[src/rtl/fifo_rd_adapter.sv]
// Read-side unloader for the registered-read FIFO: issues pops whenever there is room and
// presents the words on a valid/ready stream through a 2-entry skid buffer.
module fifo_rd_adapter #(
  parameter int unsigned width   = 4,
  parameter int unsigned count_w = 8
) (
  input  logic               clk,
  input  logic               rst,
  input  logic               en,
  input  logic               fifo_empty,
  input  logic [width-1:0]   fifo_data_out,
  output logic               fifo_r_en,
  output logic               m_valid,
  input  logic               m_ready,
  output logic [width-1:0]   m_data,
  output logic               busy,
  output logic [count_w-1:0] out_count
);

  logic [width-1:0]   buf0_q, buf0_d;
  logic [width-1:0]   buf1_q, buf1_d;
  logic [1:0]         occ_q, occ_d;
  logic               inflight_q;
  logic [count_w-1:0] cnt_q, cnt_d;
  logic               pop;
  logic [1:0]         fill;
  logic [1:0]         occ_after_pop;

  always_comb begin
    pop           = (occ_q != 2'd0) && m_ready;
    // Words already committed to the buffer: held plus the one arriving next edge.
    fill          = occ_q + {1'b0, inflight_q};
    fifo_r_en     = rst && en && !fifo_empty && ((fill < 2'd2) || pop);
    occ_after_pop = occ_q - {1'b0, pop};

    buf0_d = buf0_q;
    buf1_d = buf1_q;
    if (pop) begin
      buf0_d = buf1_q;
    end
    // The landing word takes the first slot left free once the pop has shifted the buffer.
    if (inflight_q) begin
      if (occ_after_pop == 2'd0) begin
        buf0_d = fifo_data_out;
      end else begin
        buf1_d = fifo_data_out;
      end
    end

    occ_d = occ_after_pop + {1'b0, inflight_q};
    cnt_d = cnt_q + count_w'(pop);
  end

  always_ff @(posedge clk) begin
    if (!rst) begin
      buf0_q     <= '0;
      buf1_q     <= '0;
      occ_q      <= 2'd0;
      inflight_q <= 1'b0;
      cnt_q      <= '0;
    end else begin
      buf0_q     <= buf0_d;
      buf1_q     <= buf1_d;
      occ_q      <= occ_d;
      inflight_q <= fifo_r_en;
      cnt_q      <= cnt_d;
    end
  end

  always_comb begin
    m_valid   = (occ_q != 2'd0);
    m_data    = buf0_q;
    busy      = (occ_q != 2'd0) || inflight_q;
    out_count = cnt_q;
  end

endmodule

[config.mk]
export PLATFORM = sky130hd
export DESIGN_NAME = fifo_rd_adapter
export DESIGN_NICKNAME = d
export VERILOG_FILES = /design/src/rtl/fifo_rd_adapter.sv
export SDC_FILE = /design/constraint.sdc
export NUM_CORES = 1
export LEC_CHECK = 0
export BUFFER_PORTS_ARGS = -buffer_cell sky130_fd_sc_hd__buf_2
export CORE_MARGIN = 1
export CORE_UTILIZATION = 44
export CTS_BUF_LIST = sky130_fd_sc_hd__clkbuf_16
export DETAILED_ROUTE_END_ITERATION = 10
export HOLD_SLACK_MARGIN = 0.02
export PLACE_DENSITY = 0.72
export REMOVE_ABC_BUFFERS = 1
export SETUP_SLACK_MARGIN = 0.02
export SLEW_MARGIN = 20
export SYNTH_ARGS = -nofsm -noshare
export SYNTH_HDL_FRONTEND = slang
export SYNTH_SLANG_ARGS = --single-unit
[constraint.sdc]
create_clock -name clk -period 1.9 [get_ports clk]
set_clock_uncertainty 0.2 [all_clocks]
set_input_delay 0.19 -clock clk [delete_from_list [all_inputs] [get_ports clk]]
set_output_delay 0.19 -clock clk [all_outputs]
set_load 0.005 [all_outputs]
* Yosys cells after proc, flatten, opt, wreduce, memory -nomap -nowiden
Index checks and enable logic that the tools add are counted.
** Word-level totals
- Bits in registers :: 19
- Latch bits :: 0
- RAM bits :: 0
- ROM bits :: 0
- Bits of input ports :: 9
- Output and inout port bits :: 15
- Word-level logic and storage cells :: 24
- Memories :: 0
** Cells by class
- Add/subtract/negate cells :: 4
- Multiply operators :: 0
- Div/mod/pow operators :: 0
- Magnitude comparators :: 1
- Equality and inequality tests :: 0
- Shift-type cells :: 0
- Mux-type cells :: 3
- Bitwise logic cells :: 1
- Reductions and logical operators :: 10
** Operator list (number)
- 2-to-1 mux 4 bit :: 3
- adder 8 x 1 -> 8 bit :: 1
- adder 2 x 1 -> 2 bit :: 2
- logical AND 1 bit :: 4
- logical NOT 2 bit :: 1
- logical OR 1 bit :: 2
- less-than comparator 2 bit, second input constant :: 1
- AND reduction 2 bit :: 1
- nonzero test 2 bit :: 1
- subtractor 2 x 1 -> 2 bit :: 1
- logical NOT 1 bit :: 1
- NOT 1 bit :: 1

* Logic depth before layout (Yosys ltp)
- Depth in word-level cells :: 6
- Gate-level depth with buffers :: 10

* Worst setup path before layout
OpenSTA, ideal clock, no wires.
- Path kind :: register -> register
- Start :: register occ_q[1]
- End :: register occ_q[1]
- Arrival time :: 1787 ps
- Setup slack :: -165 ps
- Cell stages (with the launch flop) :: 11
- Path through :: dfxtp_1 -> buf_6 -> o21ai_2 -> buf_6 -> clkinv_1 -> ha_1 -> inv_1 -> ha_1 -> xor2_1 -> and2_1 -> nor3_1
** On the way
- Word-level cells in the longest chain between the ends :: 4
** RTL lines
- from (decl) :: RTL line 22 : logic [1:0] occ_q, occ_d;
- from (signal assigned) :: RTL line 58 : occ_q <= 2'd0;
- from (signal assigned) :: RTL line 64 : occ_q <= occ_d;
- nonzero test 2 bit :: RTL line 30 : pop = (occ_q != 2'd0) && m_ready;
- logical AND 1 bit :: RTL line 30
- subtractor 2 x 1 -> 2 bit (*) :: RTL line 34 : occ_after_pop = occ_q - {1'b0, pop};
- adder 2 x 1 -> 2 bit (*) :: RTL line 50 : occ_d = occ_after_pop + {1'b0, inflight_q};
Every way passes the cells marked *; elsewhere a longest branch is shown, timed or not.
A chain may end at the register's enable or synchronous reset.

* Worst setup path in the final report
- Start :: register occ_q[0]
- End :: register cnt_q[6], in the netlist out_count[6]
** On the way
- Word-level cells in the longest chain between the ends :: 3
** RTL lines
- nonzero test 2 bit :: RTL line 30
- logical AND 1 bit :: RTL line 30
- adder 8 x 1 -> 8 bit :: RTL line 51 : cnt_d = cnt_q + count_w'(pop);
- to (signal assigned) :: RTL line 66 : cnt_q <= cnt_d;
- to (decl) :: RTL line 24 : logic [count_w-1:0] cnt_q, cnt_d;
No other way between the ends.

==> run summary <==
The run finished with clean final reports. Depth of the most critical reg-to-reg path: 8. The x dimension of the die was 46.2 um.

The top cell type by area accounts for 44.2% of the synthesized area. End of the critical path: out_count[6]. Number of synthesized register bits: 19.

The final layout net count was 146; the number of hold-slack violations in the final timing report was 0. For the pin with the worst max-slew slack, the measured transition is 0.391 ns. Buffers placed on the I/O ports in this run total 23.

The switching power share of the total was 30.3%; the clock latency on the worst-skew pair was 0.24 ns. The logs give 0.000495 uW for the leakage component of the power and 1.87 ns for the worst path required time. From bottom edge to top edge, the die measures 46.2 um.

The area share of and/or/nand/nor cells after synthesis was 22.8%; the final routed DRC violation total was 0. The overall track demand over capacity in global routing came out at 18.9%. The tree is rooted in a sky130_fd_sc_hd__clkbuf_16.

The achievable frequency was 566 MHz; the violation count after the first detailed-route iteration was 15. Wires add up to 1800 um. The post-detailed-route via-to-cell ratio works out to 5.24.

The number of levels the H-tree was split into was 1. The number of distinct library cell variants in the gate-level netlist after synthesis was 26. The post-placement setup slack came out at 0.0696 ns.

The logs give 1310 um for the HPWL reported at the end of detailed placement and 0.134 ns for the worst path setup slack after routing. Power spread over the standard cell area amounts to 1190 nW/um2. Of the available clock period, the critical path in the final layout requires 92.9%. In this run, synthesis inferred 0 flip-flops with an integrated enable. The most frequently used cell type in the post-synthesis netlist is sky130_fd_sc_hd__dfxtp_1. The core region is 1780 um2.

Via count of the first global-routing pass: 724. Headroom to the max-slew limit came out at 73.9%. The site row count was 15; the largest fanout of any net on the critical path was 6.

Summed over all instances, the cell type with the most area after synthesis is sky130_fd_sc_hd__dfxtp_1. The path class of the tightest hold or removal check is input port to flop. Data on the critical path arrives at its endpoint at 1.74 ns. The type of the worst setup path is flop to flop.

The worst setup path is launched from a flop. The synthesized-area fraction occupied by ao, oa, aoi and oai cells is 17.9%. Each instance of the synthesized netlist takes up on average 8.44 um2.

The layout has 165 filler cells. Sorting the synthesized cells by area gives the leading types as sky130_fd_sc_hd__dfxtp_1 (44%), sky130_fd_sc_hd__o21ai_0 (5.8%), sky130_fd_sc_hd__nand2_1 (5.2%). The total count of max-transition violations in the final report was 0. Share of the synthesized netlist area taken by xor and xnor gates: 5.09%.

The run gives 0 as the final count of negative-setup-slack endpoints. In this design, the stage delay of the slowest critical-path cell is 0.35 ns. For the final routed database, the setup TNS stands at 0 ns.

The wire length of the first global-routing pass is 2950 um, and the floorplan die area is 2140 um2. By area, the combinational part of the netlist is dominated by simple AND/OR/NAND/NOR gates. The detail-routed net length per standard cell came out at 11.4 um.

The synthesized netlist occupies a cell area of 861 um2. The critical path goes through o21ai_2 > inv_2 > buf_4 > and2_1 > ha_1 > nand2_1 > or3_1 > a21oi_1. For this design the total switching power over the nets is 412 uW. The clock passes through at most 2 buffers.

Setup repair after global routing left no endpoint under its margin. Compared with the post-synthesis result, the final layout area differs by 33.0%. The run gives 0 as the Yosys warning count. Clock tree synthesis found a total of 19 sinks. The number of top-level design ports is 24, and the initial cell density of the core is 48.3%. The fraction of layout instances using a drive strength above 1 works out to 27.1%. The startpoint identified for the worst register-to-register timing path is occ_q[0].

The TritonCTS buffer count was 3. For the minimum hold slack, the log shows 0.0327 ns. The critical path runs through a total of 8 cells. Of the total synthesized cell area, the portion taken by full adders, half adders and majority gates is 4.36%. In the synthesized netlist, mux cells make up 0% of the area. The cell type group with the largest total delay on the critical path is simple AND/OR/NAND/NOR gates. The endpoint identified for the worst register-to-register timing path is out_count[6]. Clock-pin slew was measured on the worst setup and hold paths at 0.05 ns. The smallest clock period supported by the final layout is computed as 1.77 ns. The first detailed-routing pass ran for 4 iterations.

Across the run, the number of max-cap violations was 0. TritonCTS built the clock tree. The initial antenna violation count was 0; the share of flip-flops with an asynchronous set or reset was 0%.

The gate count of the mapped netlist was 102. Critical-path cell with the highest stage delay: sky130_fd_sc_hd__dfxtp_2. Endpoint type of the worst setup path: a flop. Tracing the worst setup path back leads to its startpoint at occ_q[0].

For the part of the total power dissipated in combinational logic, the log shows 33.0%. Sequential cells were found to cover 44.2% of the synthesized design area. The design draws 1360 uW. VDD sags by at most 870 uV. The internal power was 946 uW; the post-CTS setup buffer count was 0.

The final route contains 828 vias. Together, buffers and inverters on the worst path number 2. Routability-driven placement finished with a final weighted congestion of 0.729. The setup slack on the worst flop-to-flop path came out at 0.13 ns. Of the total power, the clock network draws 30.7%. For the sum of overflow across all layers after global routing, the log shows 0. Entering global routing, the biggest net connects 13 pins. The commonest cells after synthesis are sky130_fd_sc_hd__dfxtp_1 (19), sky130_fd_sc_hd__nand2_1 (12), sky130_fd_sc_hd__o21ai_0 (10), sky130_fd_sc_hd__a21oi_1 (8), sky130_fd_sc_hd__nand3_1 (7). The repair_antennas step left the layout with diodes totalling 0. Of the total power, registers draw 36.2%. The run gives 0 as the remaining antenna violation count after routing. Dominant register cell in the synthesized netlist: sky130_fd_sc_hd__dfxtp_1.
[worst min-delay path by stage]
stage                      from    endpoint  slack (ns)  cells after the start
6_report       fifo_data_out[3]   buf1_q[3]        0.03                      3
5_1_grt        fifo_data_out[3]   buf1_q[3]        0.05                      3
4_1_cts        fifo_data_out[3]   buf1_q[3]        0.03                      3
3_5_place_dp            m_ready  inflight_q        0.26                      2
3_3_place_gp         fifo_empty  inflight_q        0.25                      3
2_1_floorplan               rst    occ_q[0]        0.11                      1
[cell families (layout without fill, tap and decap cells)]
family	Yosys count	in the layout
buf+inv	9	40
compound gates	27	27
flops	19	19
fa+ha+maj	3	3
simple gates	39	39
xor+xnor	5	5
[cell usage in the layout, fill, tap and decap left out, drive strengths merged, types with 3 or more instances in the layout]
master,n
buf,26
dfxtp,19
nand2,12
o21ai,11
a21oi,8
nand3,7
nor2,5
dlygate4sd3,5
inv,5
and2,4
a31oi,4
or3,3
xor2,3
clkbuf,3
ha,3
[flip-flops by register name, summed over array words and instances, names as in the netlist]
name and cells:
out_count 8, m_data 4, occ_q 2, inflight_q 1, buf1_q 4
[repair_timing]
item,4_1_cts,5_1_grt
endpoints found under the hold margin,4,0
hold buffers,5,0
endpoints found under the setup margin,0,5
gates resized for setup,0,4
[stage by stage]
step                util (%)  area (um2)  std cells
floorplan                  -         831         98
global placement        56.1        1000        149
detailed placement      56.1        1000        149
CTS                     63.4        1130        158
global route            64.2        1140        158
finish                  64.2        1140        158
[worst register-to-register path, cell delays in order, from the launching register on]
cell	delay, ns
sky130_fd_sc_hd__dfxtp_2	0.35
sky130_fd_sc_hd__o21ai_2	0.07
sky130_fd_sc_hd__inv_2	0.07
sky130_fd_sc_hd__buf_4	0.14
sky130_fd_sc_hd__and2_1	0.13
sky130_fd_sc_hd__ha_1	0.19
sky130_fd_sc_hd__nand2_1	0.07
sky130_fd_sc_hd__or3_1	0.34
sky130_fd_sc_hd__a21oi_1	0.14
[power groups by stage]
stage	registers (uW)	logic, uW	clock network, uW
2_1_floorplan	504	242	0
3_3_place_gp	496	400	0
3_5_place_dp	498	408	0
4_1_cts	490	422	429
5_1_grt	500	503	449
6_report	492	449	417
[layout make-up]
cell class	count	area, um2	share of cell area (%)
clock buffers	3	75.1	6.56
clock inverters	1	5.00	0.437
inverters	5	18.8	1.64
multi-input cells	74	444	38.8
flip-flops and latches	19	383	33.4
well taps	25	31.3	2.73
repair buffers	31	188	16.4
[routing by layer]
metal	track usage (%)	up-vias	wire length (um)
met5	0	-	0
met4	5.29	0	10
met3	3.53	2	55
met2	34.4	18	892
met1	22.3	388	840
li1	-	420	-
(Power assumes the default switching activity.)
